### config.mk
export PLATFORM = sky130hd
export DESIGN_NAME = microcode_sequencer
export DESIGN_NICKNAME = d
export VERILOG_FILES = /design/src/rtl/microcode_sequencer_pkg.sv /design/src/rtl/microcode_sequencer_decode.sv /design/src/rtl/microcode_sequencer.sv
export SDC_FILE = /design/constraint.sdc
export NUM_CORES = 1
export LEC_CHECK = 0
export ABC_AREA = 1
export CAP_MARGIN = 30
export CORE_MARGIN = 3
export CORE_UTILIZATION = 50
export CTS_CLUSTER_DIAMETER = 60
export DETAILED_ROUTE_END_ITERATION = 12
export DONT_BUFFER_PORTS = 1
export PLACE_DENSITY = 0.75
export SLEW_MARGIN = 20
export SYNTH_ARGS = -nofsm -noshare
export SYNTH_HDL_FRONTEND = slang
export SYNTH_SLANG_ARGS = --single-unit
### constraint.sdc
create_clock -name clk -period 2.15 [get_ports clk]
set_input_delay 0.43 -clock clk [delete_from_list [all_inputs] [get_ports clk]]
set_output_delay 0.43 -clock clk [all_outputs]
set_load 0.01 [all_outputs]
### src/rtl/microcode_sequencer_pkg.sv
// Shared types and constants for the microcode sequencer: FSM states,
// instruction classes, microcode entry addresses and micro-PC step codes.
package microcode_sequencer_pkg;

  typedef enum logic [2:0] {
    ST_IDLE,
    ST_EXEC,
    ST_MEM,
    ST_WB,
    ST_HALT
  } state_e;

  typedef enum logic [2:0] {
    CLS_NOP,
    CLS_ALU,
    CLS_LOAD,
    CLS_STORE,
    CLS_BRANCH,
    CLS_JUMP,
    CLS_ILLEGAL
  } uclass_e;

  localparam int MEM_TIMEOUT_DEFAULT = 15;

  localparam logic [1:0] STEP_IDLE = 2'd0;
  localparam logic [1:0] STEP_EXEC = 2'd1;
  localparam logic [1:0] STEP_MEM  = 2'd2;
  localparam logic [1:0] STEP_WB   = 2'd3;

  localparam logic [5:0] UA_NOP     = 6'd0;
  localparam logic [5:0] UA_ADD     = 6'd1;
  localparam logic [5:0] UA_SUB     = 6'd2;
  localparam logic [5:0] UA_AND     = 6'd3;
  localparam logic [5:0] UA_OR      = 6'd4;
  localparam logic [5:0] UA_XOR     = 6'd5;
  localparam logic [5:0] UA_SLL     = 6'd6;
  localparam logic [5:0] UA_SRL     = 6'd7;
  localparam logic [5:0] UA_SRA     = 6'd8;
  localparam logic [5:0] UA_SLT     = 6'd9;
  localparam logic [5:0] UA_SLTU    = 6'd10;
  localparam logic [5:0] UA_LOAD    = 6'd11;
  localparam logic [5:0] UA_STORE   = 6'd12;
  localparam logic [5:0] UA_BRANCH  = 6'd13;
  localparam logic [5:0] UA_ADDI    = 6'd14;
  localparam logic [5:0] UA_ANDI    = 6'd15;
  localparam logic [5:0] UA_ORI     = 6'd16;
  localparam logic [5:0] UA_XORI    = 6'd17;
  localparam logic [5:0] UA_SLLI    = 6'd18;
  localparam logic [5:0] UA_SRLI    = 6'd19;
  localparam logic [5:0] UA_SRAI    = 6'd20;
  localparam logic [5:0] UA_SLTI    = 6'd21;
  localparam logic [5:0] UA_SLTIU   = 6'd22;
  localparam logic [5:0] UA_LUI     = 6'd23;
  localparam logic [5:0] UA_AUIPC   = 6'd24;
  localparam logic [5:0] UA_JAL     = 6'd25;
  localparam logic [5:0] UA_JALR    = 6'd26;
  localparam logic [5:0] UA_ILLEGAL = 6'd63;

endpackage

### src/rtl/microcode_sequencer_decode.sv
// Combinational classifier: maps a 6-bit microcode entry address to the
// instruction class that drives the sequencer FSM.
module micro_class_decode
  import microcode_sequencer_pkg::*;
(
  input  logic [5:0] addr_i,
  output uclass_e    cls_o
);

  always_comb begin
    cls_o = CLS_ILLEGAL;
    if (addr_i == UA_NOP) begin
      cls_o = CLS_NOP;
    end else if (addr_i == UA_LOAD) begin
      cls_o = CLS_LOAD;
    end else if (addr_i == UA_STORE) begin
      cls_o = CLS_STORE;
    end else if (addr_i == UA_BRANCH) begin
      cls_o = CLS_BRANCH;
    end else if (addr_i == UA_JAL || addr_i == UA_JALR) begin
      cls_o = CLS_JUMP;
    end else if (addr_i < UA_JAL) begin
      // Remaining legal addresses: 1-10 and 14-24
      cls_o = CLS_ALU;
    end
  end

endmodule

### src/rtl/microcode_sequencer.sv
// Microcode sequencer: IDLE -> EXEC -> [MEM] -> WB per instruction, with
// sticky HALT on illegal entry addresses or memory timeout.
module microcode_sequencer
  import microcode_sequencer_pkg::*;
#(
  parameter int MEM_TIMEOUT = MEM_TIMEOUT_DEFAULT,
  parameter int CNT_W       = 16
) (
  input  logic             clk,
  input  logic             reset,
  input  logic             instr_valid,
  input  logic [5:0]       mapped_address,
  input  logic             branch_taken,
  input  logic             mem_ready,
  output logic             instr_ready,
  output logic [7:0]       upc,
  output logic             alu_en,
  output logic             mem_req,
  output logic             mem_we,
  output logic             rf_we,
  output logic             pc_inc,
  output logic             pc_load,
  output logic             illegal,
  output logic             mem_fault,
  output logic             halted,
  output logic [CNT_W-1:0] retired
);

  localparam int TMO_W = $clog2(MEM_TIMEOUT + 1);
  localparam logic [TMO_W-1:0] TMO_LAST = TMO_W'(MEM_TIMEOUT - 1);

  state_e           state_q, state_d;
  logic [5:0]       addr_q, addr_d;
  logic [TMO_W-1:0] tmo_q, tmo_d;
  logic [CNT_W-1:0] retired_q, retired_d;
  logic             illegal_q, illegal_d;
  logic             fault_q, fault_d;
  uclass_e          in_cls, cur_cls;

  micro_class_decode u_in_decode (
    .addr_i (mapped_address),
    .cls_o  (in_cls)
  );

  micro_class_decode u_cur_decode (
    .addr_i (addr_q),
    .cls_o  (cur_cls)
  );

  always_ff @(posedge clk) begin
    if (reset) begin
      state_q   <= ST_IDLE;
      addr_q    <= '0;
      tmo_q     <= '0;
      retired_q <= '0;
      illegal_q <= 1'b0;
      fault_q   <= 1'b0;
    end else begin
      state_q   <= state_d;
      addr_q    <= addr_d;
      tmo_q     <= tmo_d;
      retired_q <= retired_d;
      illegal_q <= illegal_d;
      fault_q   <= fault_d;
    end
  end

  always_comb begin
    state_d     = state_q;
    addr_d      = addr_q;
    tmo_d       = tmo_q;
    retired_d   = retired_q;
    illegal_d   = illegal_q;
    fault_d     = fault_q;
    instr_ready = 1'b0;
    alu_en      = 1'b0;
    mem_req     = 1'b0;
    mem_we      = 1'b0;
    rf_we       = 1'b0;
    pc_inc      = 1'b0;
    pc_load     = 1'b0;
    halted      = 1'b0;
    upc         = {addr_q, STEP_IDLE};

    case (state_q)
      ST_IDLE: begin
        instr_ready = 1'b1;
        if (instr_valid) begin
          addr_d = mapped_address;
          if (in_cls == CLS_ILLEGAL) begin
            state_d   = ST_HALT;
            illegal_d = 1'b1;
          end else begin
            state_d = ST_EXEC;
          end
        end
      end
      ST_EXEC: begin
        alu_en = 1'b1;
        upc    = {addr_q, STEP_EXEC};
        if (cur_cls == CLS_LOAD || cur_cls == CLS_STORE) begin
          state_d = ST_MEM;
          tmo_d   = '0;
        end else begin
          state_d = ST_WB;
        end
      end
      ST_MEM: begin
        mem_req = 1'b1;
        mem_we  = (cur_cls == CLS_STORE);
        upc     = {addr_q, STEP_MEM};
        // A completion in the final allowed cycle still wins over the timeout
        if (mem_ready) begin
          state_d = ST_WB;
        end else if (tmo_q == TMO_LAST) begin
          state_d = ST_HALT;
          fault_d = 1'b1;
        end else begin
          tmo_d = tmo_q + TMO_W'(1);
        end
      end
      ST_WB: begin
        upc       = {addr_q, STEP_WB};
        retired_d = retired_q + CNT_W'(1);
        state_d   = ST_IDLE;
        case (cur_cls)
          CLS_NOP, CLS_STORE: pc_inc = 1'b1;
          CLS_ALU, CLS_LOAD: begin
            rf_we  = 1'b1;
            pc_inc = 1'b1;
          end
          CLS_BRANCH: begin
            pc_load = branch_taken;
            pc_inc  = ~branch_taken;
          end
          CLS_JUMP: begin
            rf_we   = 1'b1;
            pc_load = 1'b1;
          end
          default: ;
        endcase
      end
      ST_HALT: begin
        halted = 1'b1;
        upc    = {UA_ILLEGAL, STEP_IDLE};
      end
      default: state_d = ST_IDLE;
    endcase
  end

  assign illegal   = illegal_q;
  assign mem_fault = fault_q;
  assign retired   = retired_q;

endmodule

==> results of run 1 <==
==> through the flow <==
| step | instances | hold WS [ns] |
|---|---|---|
| floorplan | 304 | 0.4862 |
| global placement | 345 | 0.5023 |
| detailed placement | 345 | 0.5042 |
| CTS | 352 | 0.2016 |
| global route | 352 | 0.1945 |
| finish | 352 | 0.2065 |
==> kinds of logic (layout without fill, tap and decap cells) <==
kind of cell / Yosys count / in the layout / share of synthesized area, %
buffers and inverters: 51 / 53 / 10.48
and+or+nand+nor: 174 / 174 / 40.97
AOI/OAI and AO/OA: 43 / 43 / 12.29
xor gates and xnor gates: 2 / 2 / 0.9404
DFF: 31 / 31 / 33.31
adders and majority gates: 3 / 3 / 2.015
==> worst max-delay path by stage <==
stage | from | end | slack [ns] | cells past startpoint
global placement | state_q[0]$_SDFFE_PP0P_ | upc[7] | 0.49 | 5
global route | state_q[0]$_SDFFE_PP0P_ | upc[2] | 0.04 | 5
finish | state_q[0]$_SDFFE_PP0P_ | upc[3] | 0.16 | 5
floorplan | state_q[0]$_SDFFE_PP0P_ | upc[2] | 0.63 | 5
detailed placement | state_q[0]$_SDFFE_PP0P_ | upc[3] | 0.47 | 5
CTS | state_q[0]$_SDFFE_PP0P_ | upc[3] | 0.16 | 5
==> registers in the layout, indices dropped and copies added, names as in the netlist <==
| signal | flops |
|---|---|
| retired | 16 |
| addr_q | 6 |
| tmo_q | 4 |
| state_q | 3 |
| illegal | 1 |
| mem_fault | 1 |
==> per-layer routing <==
layer  up-vias  GRT usage [%]  share of wire, %
met4         0          6.076               1.1
met1       771          22.24                45
met5         -              0                 0
met3         5          8.600               9.6
met2        46          32.76                44
li1        958              -                 -
==> power groups by stage <==
stage,registers [W],logic (W),clock network (W)
floorplan,0.000693,0.000345,0
global placement,0.000702,0.000394,0
detailed placement,0.000703,0.000397,0
CTS,0.000691,0.000398,0.000476
global route,0.000700,0.000461,0.000500
finish,0.000693,0.000397,0.000464
==> layout make-up <==
class                      count  area (um2)  area share [%]
inverter                      46       173.9           8.753
sequential                    31       620.6           31.23
multi-input combinational    222        1047           52.71
tap                           46       57.56           2.897
clock buffer                   6       82.58           4.156
clock inverter                 1       5.005          0.2519
==> cell usage after synthesis <==
master | n | area, um2
nand2_4 | 1 | 11.26
xor2_1 | 1 | 8.760
o21ai_0 | 14 | 70.07
inv_1 | 43 | 161.4
nand3_2 | 2 | 20.02
nand4_1 | 12 | 75.07
or2_2 | 1 | 6.260
nand2_1 | 92 | 345.3
a31oi_1 | 3 | 18.77
nand3_1 | 12 | 60.06
o21ai_1 | 1 | 5.000
nor2_4 | 3 | 33.78
clkbuf_1 | 3 | 11.26
nor3_2 | 1 | 10.01
nor3_1 | 1 | 5.000
ha_1 | 3 | 37.54
dfxtp_1 | 31 | 620.6
nor2_2 | 3 | 18.77
clkinv_2 | 1 | 5.000
nor2_1 | 44 | 165.2
buf_2 | 2 | 10.01
nand2_2 | 2 | 12.51
a21oi_1 | 21 | 105.1
o21a_1 | 3 | 22.52
xnor2_1 | 1 | 8.760
o21bai_1 | 1 | 7.510
inv_2 | 2 | 7.510
==> results.py, run 1 <==
metrics = {
    "sta": {
        "tightest_slew_ns": 0.4534,
        "postLayoutSetupSlackWorst_ns": 0.1599,
        "rsz0062_at_grt": "no",
        "post-route-period-util_pct": 92.56,
        "drv_slew": 0,
        "max_freq_ghz": 0.5025,
        "fin_crit_ns": 1.990,
        "setup_tns_ns": 0,
        "finalHoldViolations": 0,
        "fin_skew_ns": 0.006275,
        "setup_violations": 0,
        "slew_headroom_pct": 69.74,
    },
    "clock_tree": {
        "postCtsHoldBufs": 0,
        "htreeDepth": 2,
        "cts_setup_buffers": 0,
        "cts_sinks": 31,
        "cts_buffers": 5,
        "path_clk_slew_ns": 0.07,
        "tritoncts": "built",
        "clock_path_buffers": 2,
        "cts_resized": 0,
        "clk_latency_ns": 0.29,
        "ctsRootBufferMaster": "clkbuf_8",
    },
    "power_and_ir_drop": {
        "netSwitchingFraction_pct": 35.61,
        "power.internal_w": 0.001000,
        "p_sw_w": 0.0005531,
        "ir_worst_vdd_mv": 0.6034,
        "finalPower_w": 0.001553,
        "power_density_nw_per_um2": 781.7,
        "clkPwrFrac_pct": 29.9,
        "combPwrFrac_pct": 25.6,
        "p_leak_nw": 0.8687,
        "p_seq_share_pct": 44.6,
    },
    "detailed_routing": {
        "vias": 1780,
        "drtPass1Iterations": 4,
        "ant_nets": 0,
        "routedWlPerCell_um": 11.69,
        "drtIter0Drc": 64,
        "drc_errors": 0,
        "wl_mm": 4.115,
        "via_per_inst": 5.057,
    },
    "setup_path": {
        "reg2reg_slack_ns": 0.50,
        "crit_path_start_kind": "flip-flop",
        "critical_path.max_fanout": 7,
        "path_buf_inv": 2,
        "worstPathCellList": "inv_1 > nand2_1 > nor2_1 > inv_1 > nand2_1",
        "regToRegStartpoint": "state_q[2]$_SDFFE_PP0P_",
        "endpoint_kind": "primary output",
        "path_class": "reg -> out",
        "cpPeakStageDelay_ns": 0.33,
        "cp_data_arrival_time_ns": 1.56,
        "crit_required_ns": 1.72,
        "reg2regPathDepth": 8,
        "regToRegEndpoint": "retired[10]$_SDFFE_PP0N_",
        "critPathTopFamily": "simple AND/OR/NAND/NOR gates",
        "slowest_stage": "dfxtp_1",
    },
    "yosys": {
        "syn_area_per_cell_um2": 6.128,
        "yosysSeqAreaShare_pct": 33.31,
        "synth_nets": 318,
        "yosysWarnings": 0,
        "synth.ff_latch_count": 31,
        "synth_area_um2": 1863,
        "synth_cells": 304,
        "yosysUniqueCellTypes": 27,
    },
    "cells_and_area": {
        "post-route-cell-area_um2": 1987,
        "drive_above_1_share_pct": 7.516,
        "area_growth_syn_to_layout_pct": 6.649,
        "final_core_util_pct": 57.29,
        "nets": 320,
        "final_cell_mix": "nand2_1, nor2_1, inv_1",
        "final_common_cell": "nand2_1",
        "fillCellCount": 351,
        "antenna_cells": 0,
    },
    "global_route": {
        "grt_usage_pct": 19.61,
        "grt_pass1_wl_mm": 6.741,
        "grt.overflow.total": 0,
        "antenna_found_initial": 0,
        "grt_pass1_vias": 1658,
        "grt_start_max_net_pins": 17,
    },
    "die": {
        "num_rows": 21,
        "ios": 45,
        "core_um2": 3468,
        "die-area_um2": 4494,
        "initial_utilization_pct": 53.72,
        "die_w_um": 67.04,
        "dieHeight_um": 67.04,
    },
    "worst_hold_path": {
        "hp-class": "in -> reg",
        "min_to": "tmo_q[1]$_SDFFE_PP0P_",
        "min-delay-start": "reset",
        "holdPathStages": 1,
    },
    "placement": {
        "gp_congestion": 0.8342,
        "placedInstanceArea_um2": 1899,
        "portBuffers": 0,
        "post-place-ws_ns": 0.4737,
        "dpl.hpwl_mm": 3.151,
    },
    "flow_run": {
        "max-cap-violations": 0,
    },
    "status": {
        "outcome": "completed",
    },
}
Note: power is estimated with default switching activity, not from simulation.
==> run 2, diff against run 1 <==
--- a/config.mk
+++ b/config.mk
@@ -6,7 +6,7 @@
 export NUM_CORES = 1
 export LEC_CHECK = 0
 export ABC_AREA = 1
-export CAP_MARGIN = 30
+export CAP_MARGIN = 20
 export CORE_MARGIN = 3
 export CORE_UTILIZATION = 50
 export CTS_CLUSTER_DIAMETER = 60
@@ -17,3 +17,4 @@
 export SYNTH_ARGS = -nofsm -noshare
 export SYNTH_HDL_FRONTEND = slang
 export SYNTH_SLANG_ARGS = --single-unit
+export TNS_END_PERCENT = 1
==> results of run 2 <==
The final DEF is identical to that of run 1; final timing and power are the same.
